$ cat src/rtl/line_drawer_pkg.sv
// Shared constants and types for the Bresenham line drawer and its upstream plot logic.
package line_drawer_pkg;

  localparam int unsigned HOR_ACTIVE_PIXELS = 640;
  localparam int unsigned VER_ACTIVE_PIXELS = 480;
  localparam int unsigned X_WIDTH           = $clog2(HOR_ACTIVE_PIXELS);
  localparam int unsigned Y_WIDTH           = $clog2(VER_ACTIVE_PIXELS);
  localparam int unsigned ERR_WIDTH         = ((X_WIDTH > Y_WIDTH) ? X_WIDTH : Y_WIDTH) + 3;

  typedef enum logic [1:0] {
    IDLE  = 2'd0,
    SETUP = 2'd1,
    DRAW  = 2'd2
  } state_e;

  typedef struct packed {
    logic [X_WIDTH-1:0] x;
    logic [Y_WIDTH-1:0] y;
  } point_t;

endpackage

$ cat src/rtl/line_drawer.sv
// Rasterises one segment per command with integer Bresenham, emitting one pixel per
// cycle under valid/ready backpressure; off-screen pixels are skipped without output.
module line_drawer
  import line_drawer_pkg::*;
(
  input  logic               clk,
  input  logic               rst,
  input  logic [X_WIDTH-1:0] x1,
  input  logic [Y_WIDTH-1:0] y1,
  input  logic [X_WIDTH-1:0] x2,
  input  logic [Y_WIDTH-1:0] y2,
  input  logic               start,
  output logic               ready,
  output logic [X_WIDTH-1:0] pixel_x,
  output logic [Y_WIDTH-1:0] pixel_y,
  output logic               pixel_valid,
  input  logic               pixel_ready
);

  state_e                        state_q, state_d;
  point_t                        cur_q, cur_d;
  point_t                        end_q, end_d;
  logic signed [ERR_WIDTH-1:0]   dx_q, dx_d;
  logic signed [ERR_WIDTH-1:0]   dy_q, dy_d;
  logic signed [ERR_WIDTH-1:0]   err_q, err_d;
  logic                          sx_neg_q, sx_neg_d;
  logic                          sy_neg_q, sy_neg_d;
  logic                          valid_q, valid_d;
  logic                          ready_q, ready_d;

  logic signed [ERR_WIDTH-1:0]   diff_x, diff_y, abs_x, abs_y;
  logic signed [ERR_WIDTH-1:0]   e2, err_acc;
  logic                          step_c;

  // Next-state, datapath and registered-output decode
  always_comb begin
    state_d  = state_q;
    cur_d    = cur_q;
    end_d    = end_q;
    dx_d     = dx_q;
    dy_d     = dy_q;
    err_d    = err_q;
    sx_neg_d = sx_neg_q;
    sy_neg_d = sy_neg_q;
    step_c   = 1'b0;
    e2       = ERR_WIDTH'(err_q <<< 1);
    err_acc  = err_q;
    diff_x   = ERR_WIDTH'(end_q.x) - ERR_WIDTH'(cur_q.x);
    diff_y   = ERR_WIDTH'(end_q.y) - ERR_WIDTH'(cur_q.y);
    abs_x    = diff_x[ERR_WIDTH-1] ? -diff_x : diff_x;
    abs_y    = diff_y[ERR_WIDTH-1] ? -diff_y : diff_y;

    case (state_q)
      IDLE: begin
        if (start) begin
          cur_d   = '{x: x1, y: y1};
          end_d   = '{x: x2, y: y2};
          state_d = SETUP;
        end
      end
      SETUP: begin
        dx_d     = abs_x;
        dy_d     = -abs_y;
        err_d    = abs_x - abs_y;
        sx_neg_d = !(cur_q.x < end_q.x);
        sy_neg_d = !(cur_q.y < end_q.y);
        state_d  = DRAW;
      end
      DRAW: begin
        // Clipped pixels advance unconditionally; visible ones wait for the writer
        step_c = !valid_q || pixel_ready;
        if (step_c) begin
          if (cur_q == end_q) begin
            state_d = IDLE;
          end else begin
            if (e2 >= dy_q) begin
              err_acc = err_acc + dy_q;
              cur_d.x = sx_neg_q ? cur_q.x - X_WIDTH'(1) : cur_q.x + X_WIDTH'(1);
            end
            if (e2 <= dx_q) begin
              err_acc = err_acc + dx_q;
              cur_d.y = sy_neg_q ? cur_q.y - Y_WIDTH'(1) : cur_q.y + Y_WIDTH'(1);
            end
            err_d = err_acc;
          end
        end
      end
      default: state_d = IDLE;
    endcase

    valid_d = (state_d == DRAW) &&
              (cur_d.x < X_WIDTH'(HOR_ACTIVE_PIXELS)) &&
              (cur_d.y < Y_WIDTH'(VER_ACTIVE_PIXELS));
    ready_d = (state_d == IDLE);
  end

  always_ff @(posedge clk or posedge rst) begin
    if (rst) begin
      state_q  <= IDLE;
      cur_q    <= '0;
      end_q    <= '0;
      dx_q     <= '0;
      dy_q     <= '0;
      err_q    <= '0;
      sx_neg_q <= 1'b0;
      sy_neg_q <= 1'b0;
      valid_q  <= 1'b0;
      ready_q  <= 1'b1;
    end else begin
      state_q  <= state_d;
      cur_q    <= cur_d;
      end_q    <= end_d;
      dx_q     <= dx_d;
      dy_q     <= dy_d;
      err_q    <= err_d;
      sx_neg_q <= sx_neg_d;
      sy_neg_q <= sy_neg_d;
      valid_q  <= valid_d;
      ready_q  <= ready_d;
    end
  end

  assign ready       = ready_q;
  assign pixel_valid = valid_q;
  assign pixel_x     = cur_q.x;
  assign pixel_y     = cur_q.y;

endmodule
$ cat config.mk
export PLATFORM = sky130hd
export DESIGN_NAME = line_drawer
export DESIGN_NICKNAME = d
export VERILOG_FILES = /design/src/rtl/line_drawer_pkg.sv /design/src/rtl/line_drawer.sv
export SDC_FILE = /design/constraint.sdc
export NUM_CORES = 1
export LEC_CHECK = 0
export ABC_CLOCK_PERIOD_IN_PS = 5900
export CAP_MARGIN = 25
export CORE_MARGIN = 2
export CORE_UTILIZATION = 39
export DETAILED_ROUTE_END_ITERATION = 7
export PLACE_DENSITY = 0.66
export SYNTH_ARGS = -nofsm -noshare
export SYNTH_HDL_FRONTEND = slang
export SYNTH_SLANG_ARGS = --single-unit
export TNS_END_PERCENT = 1
$ cat constraint.sdc
create_clock -name clk -period 5.9 [get_ports clk]
set_input_delay 0.59 -clock clk [delete_from_list [all_inputs] [get_ports clk]]
set_output_delay 0.59 -clock clk [all_outputs]
set_load 0.01 [all_outputs]
==> impl_metrics.env <==
export IMPL_cts_max_level=3
export IMPL_place_area_mm2=0.00879
export IMPL_p_switching_mw=1.92
export IMPL_total_power_mw=4.03
export IMPL_row_count=52
export IMPL_hold_buffers=0
export IMPL_worstPathArrival_ns=5.11
export IMPL_synth_seq_cells=82
export IMPL_vias=6765
export IMPL_drtIter0Drc=347
export IMPL_grt_overflow_total=0
export IMPL_cts_resized=0
export IMPL_critPathSlowestCell="a2111oi_0"
export IMPL_synth_fp_nets=1058
export IMPL_hold_viol=0
export IMPL_hold_start="dx_q[12]"
export IMPL_clock_sinks=82
export IMPL_grt_pass1_vias=6563
export IMPL_wl_per_cell_um=16.3
export IMPL_crit_path_max_incr_delay_ns=0.48
export IMPL_cts_buffers=9
export IMPL_holdPathEnd="dx_q[12]"
export IMPL_switching_share_pct=47.6
export IMPL_firstDrtPassIters=4
export IMPL_cp_end_kind="register"
export IMPL_path_buf_inv=3
export IMPL_async_flop_share_pct=100
export IMPL_post_cts_buffers=0
export IMPL_insertion_delay_ns=0.36
export IMPL_layout_drive_gt1_share_pct=8.50
export IMPL_syn2layout_area_growth_pct=15.1
export IMPL_cts_tree="done"
export IMPL_synthesis_area_mm2=0.00789
export IMPL_synthesis_instances=916
export IMPL_regToRegStartpoint="dy_q[1]"
export IMPL_track_usage_pct=19.4
export IMPL_cp_start_kind="register"
export IMPL_die_h_um=146
export IMPL_period_share_pct=82.9
export IMPL_synth_edf_count=0
export IMPL_path_class="reg -> reg"
export IMPL_finalCriticalPeriod_ns=4.89
export IMPL_skew_ns=0.0140
export IMPL_ys_seq_area_share_pct=26.0
export IMPL_fmax_ghz=0.205
export IMPL_cp_max_fo=20
export IMPL_slew_headroom_pct=37.3
export IMPL_max_slew_worst_pin_slew_ns=0.941
export IMPL_io_buffers=62
export IMPL_maxCapViolations=0
export IMPL_hpwlAfterDp_mm=15.9
export IMPL_synthDistinctLibCells=86
export IMPL_ir_drop_uv=311
export IMPL_grt_setup_unrepaired="false"
export IMPL_clockRootBuffer="clkbuf_16"
export IMPL_cp_required_ns=6.13
export IMPL_grt_max_degree=48
export IMPL_fin_hold_ws_ns=0.499
export IMPL_die_w_um=146
export IMPL_antenna_found_initial=0
export IMPL_io_pins=63
export IMPL_finalInstanceArea_mm2=0.00908
export IMPL_core_area_mm2=0.0200
export IMPL_clk_pin_slew_worst_paths_ns=0.07
export IMPL_hold_class="reg -> reg"
export IMPL_max_clock_path_buffers=2
export IMPL_clockPowerShare_pct=14.0
export IMPL_regToRegSetupSlack_ns=1.01
export IMPL_leakage_nw=4.00
export IMPL_initial_core_util_pct=39.4
export IMPL_yosysWarnings=0
export IMPL_cp_common_cell="inv_1"
export IMPL_setup_tns_ns=0
export IMPL_routed_wirelength_mm=20.3
export IMPL_rr_worst_depth=21
export IMPL_p_seq_share_pct=17.6
export IMPL_p_per_area_mw_per_mm2=444
export IMPL_vias_per_cell=5.43
export IMPL_slew_viol_final=0
export IMPL_rr_endpoint="err_q[10]"
export IMPL_status="finished, final reports clean"
export IMPL_whs_path_depth=2
export IMPL_n_antenna_cell=0
export IMPL_ys_flop_type="dfrtp_1"
export IMPL_cp_top_family="compound AO/OA/AOI/OAI gates"
export IMPL_drtAntennaViolNets=0
export IMPL_dieArea_mm2=0.0214
export IMPL_crit_path_cell_trace="inv_1 > ha_1 > nor2b_1 > o211a_1 > a2111oi_0 > o41ai_1 > or2_1 > mux2_2 > ha_1 > inv_1 > fa_1 > inv_1 > a21oi_1 > o21bai_1 > a21o_1 > a21o_1 > a31oi_1 > o21ai_0 > xor2_1 > a211oi_1 > a211oi_2"
export IMPL_p_int_mw=2.11
export IMPL_final_nets=1113
export IMPL_grt_pass1_wl_mm=33.5
export IMPL_utilization_pct=45.3
export IMPL_drc=0
export IMPL_syn_area_per_cell_um2=8.61
export IMPL_setup_viol=0
export IMPL_combPwrFrac_pct=68.3
export IMPL_gp_congestion=0.867
tightest hold or removal path, cell delays in order (launching register included):
cell	delay (ns)
dfrtp_1	0.33
inv_1	0.05
nor2_1	0.09
layer usage:
layer  track usage (%)  routed length (um)  part of all wire, %  vias up
li1                  -                   -                    -     3382
met1              26.4                9730                   48     3188
met2              31.5                9200                   45      171
met3              3.50                 925                  4.6       24
met4              6.21                 460                  2.3        0
met5                 0                   0                    0        -
stage by stage:
step                      setup slack (ns)  instances
final                                 1.01       1246
after global routing                 0.636       1246
after CTS                             1.13       1246
after detailed placement              1.19       1230
after global placement                1.31       1230
after floorplan                       1.44        916
kinds of logic (layout without fill, tap and decap cells):
logic type | Yosys count | count (layout) | share of synthesized area [%]
buf+inv | 103 | 163 | 5.03
compound gates | 250 | 250 | 22.3
flops | 82 | 82 | 26.0
xor+xnor | 78 | 78 | 9.23
other cells | 1 | 1 | 0.0476
mux | 29 | 29 | 4.06
fa+ha+maj | 101 | 101 | 16.7
simple gates | 272 | 272 | 16.6
worst max-delay path by stage:
stage | cells after the start | endpoint | slack [ns] | start
finish | 21 | err_q[10] | 1.01 | dy_q[1]
global route | 21 | err_q[10] | 0.64 | dy_q[1]
CTS | 21 | err_q[10] | 1.13 | dy_q[1]
detailed placement | 21 | err_q[10] | 1.19 | dy_q[1]
global placement | 21 | err_q[10] | 1.31 | dy_q[1]
floorplan | 22 | err_q[10] | 1.44 | err_q[0]
placed cells by master (no fill, tap or decap), types with 4 or more instances in the layout:
cell / netlist / final
xor2_1: 29 / 29
a21boi_0: 4 / 4
a221o_1: 12 / 12
a21oi_1: 56 / 56
clkbuf_16: 0 / 9
xnor2_1: 46 / 46
nor2b_1: 16 / 16
ha_1: 93 / 93
nor3_2: 4 / 4
a22oi_1: 9 / 9
a31oi_1: 12 / 12
clkdlybuf4s50_1: 0 / 62
o21ai_0: 53 / 53
o21ai_1: 9 / 9
o21bai_1: 8 / 8
nand4_1: 4 / 4
mux2_2: 22 / 22
and4_1: 4 / 4
and2_1: 5 / 5
inv_1: 79 / 78
nor3_1: 20 / 20
o22ai_1: 4 / 4
or3_1: 5 / 5
a211oi_1: 9 / 9
o21a_1: 6 / 6
o211ai_1: 8 / 8
nand2_1: 80 / 80
nor2_1: 80 / 80
nand3_1: 15 / 15
fa_1: 7 / 7
and3_1: 5 / 4
mux2i_1: 5 / 5
nand2b_1: 10 / 10
a221oi_1: 4 / 4
or2_2: 8 / 8
a21o_1: 19 / 19
buf_4: 0 / 5
dfrtp_1: 81 / 81
power by group through the flow:
stage	registers, mW	logic, mW	clock network, mW
finish	0.711	2.76	0.566
global route	0.721	3.06	0.599
CTS	0.711	2.77	0.576
detailed placement	0.721	2.75	0
global placement	0.720	2.72	0
floorplan	0.710	2.13	0
synthesized netlist by cell type, types with 5 or more instances:
cell type	instances	area share, %
a211oi_1	9	0.86
a21o_1	19	1.8
a21oi_1	56	3.6
a221o_1	12	1.5
a22oi_1	9	0.86
a31oi_1	12	0.95
and2_1	5	0.40
and3_1	5	0.40
clkbuf_1	20	0.95
dfrtp_1	81	26
fa_1	7	1.8
ha_1	93	15
inv_1	79	3.8
mux2_2	22	3.1
mux2i_1	5	0.63
nand2_1	80	3.8
nand2b_1	10	0.79
nand3_1	15	0.95
nor2_1	80	3.8
nor2b_1	16	1.3
nor3_1	20	1.3
o211ai_1	8	0.76
o21a_1	6	0.57
o21ai_0	53	3.4
o21ai_1	9	0.57
o21bai_1	8	0.76
or2_2	8	0.63
or3_1	5	0.40
xnor2_1	46	5.1
xor2_1	29	3.2
flip-flops by register name (all words and copies together), names as in the netlist:
name	count
ready	1
dx_q	13
err_q	12
dy_q	13
sy_neg_q	1
pixel_x	10
pixel_valid	1
state_q	2
end_q	19
sx_neg_q	1
pixel_y	9
area by class of cell:
type	count	area [um^2]
Fill cell	2042	11000
Multi-Input combinational cell	731	5440
Sequential cell	82	2050
Timing Repair Buffer	67	658
Tap cell	270	338
Inverter	80	302
Clock buffer	10	239
Clock inverter	6	48.8
No activity file was read; power rests on OpenSTA's default activity.
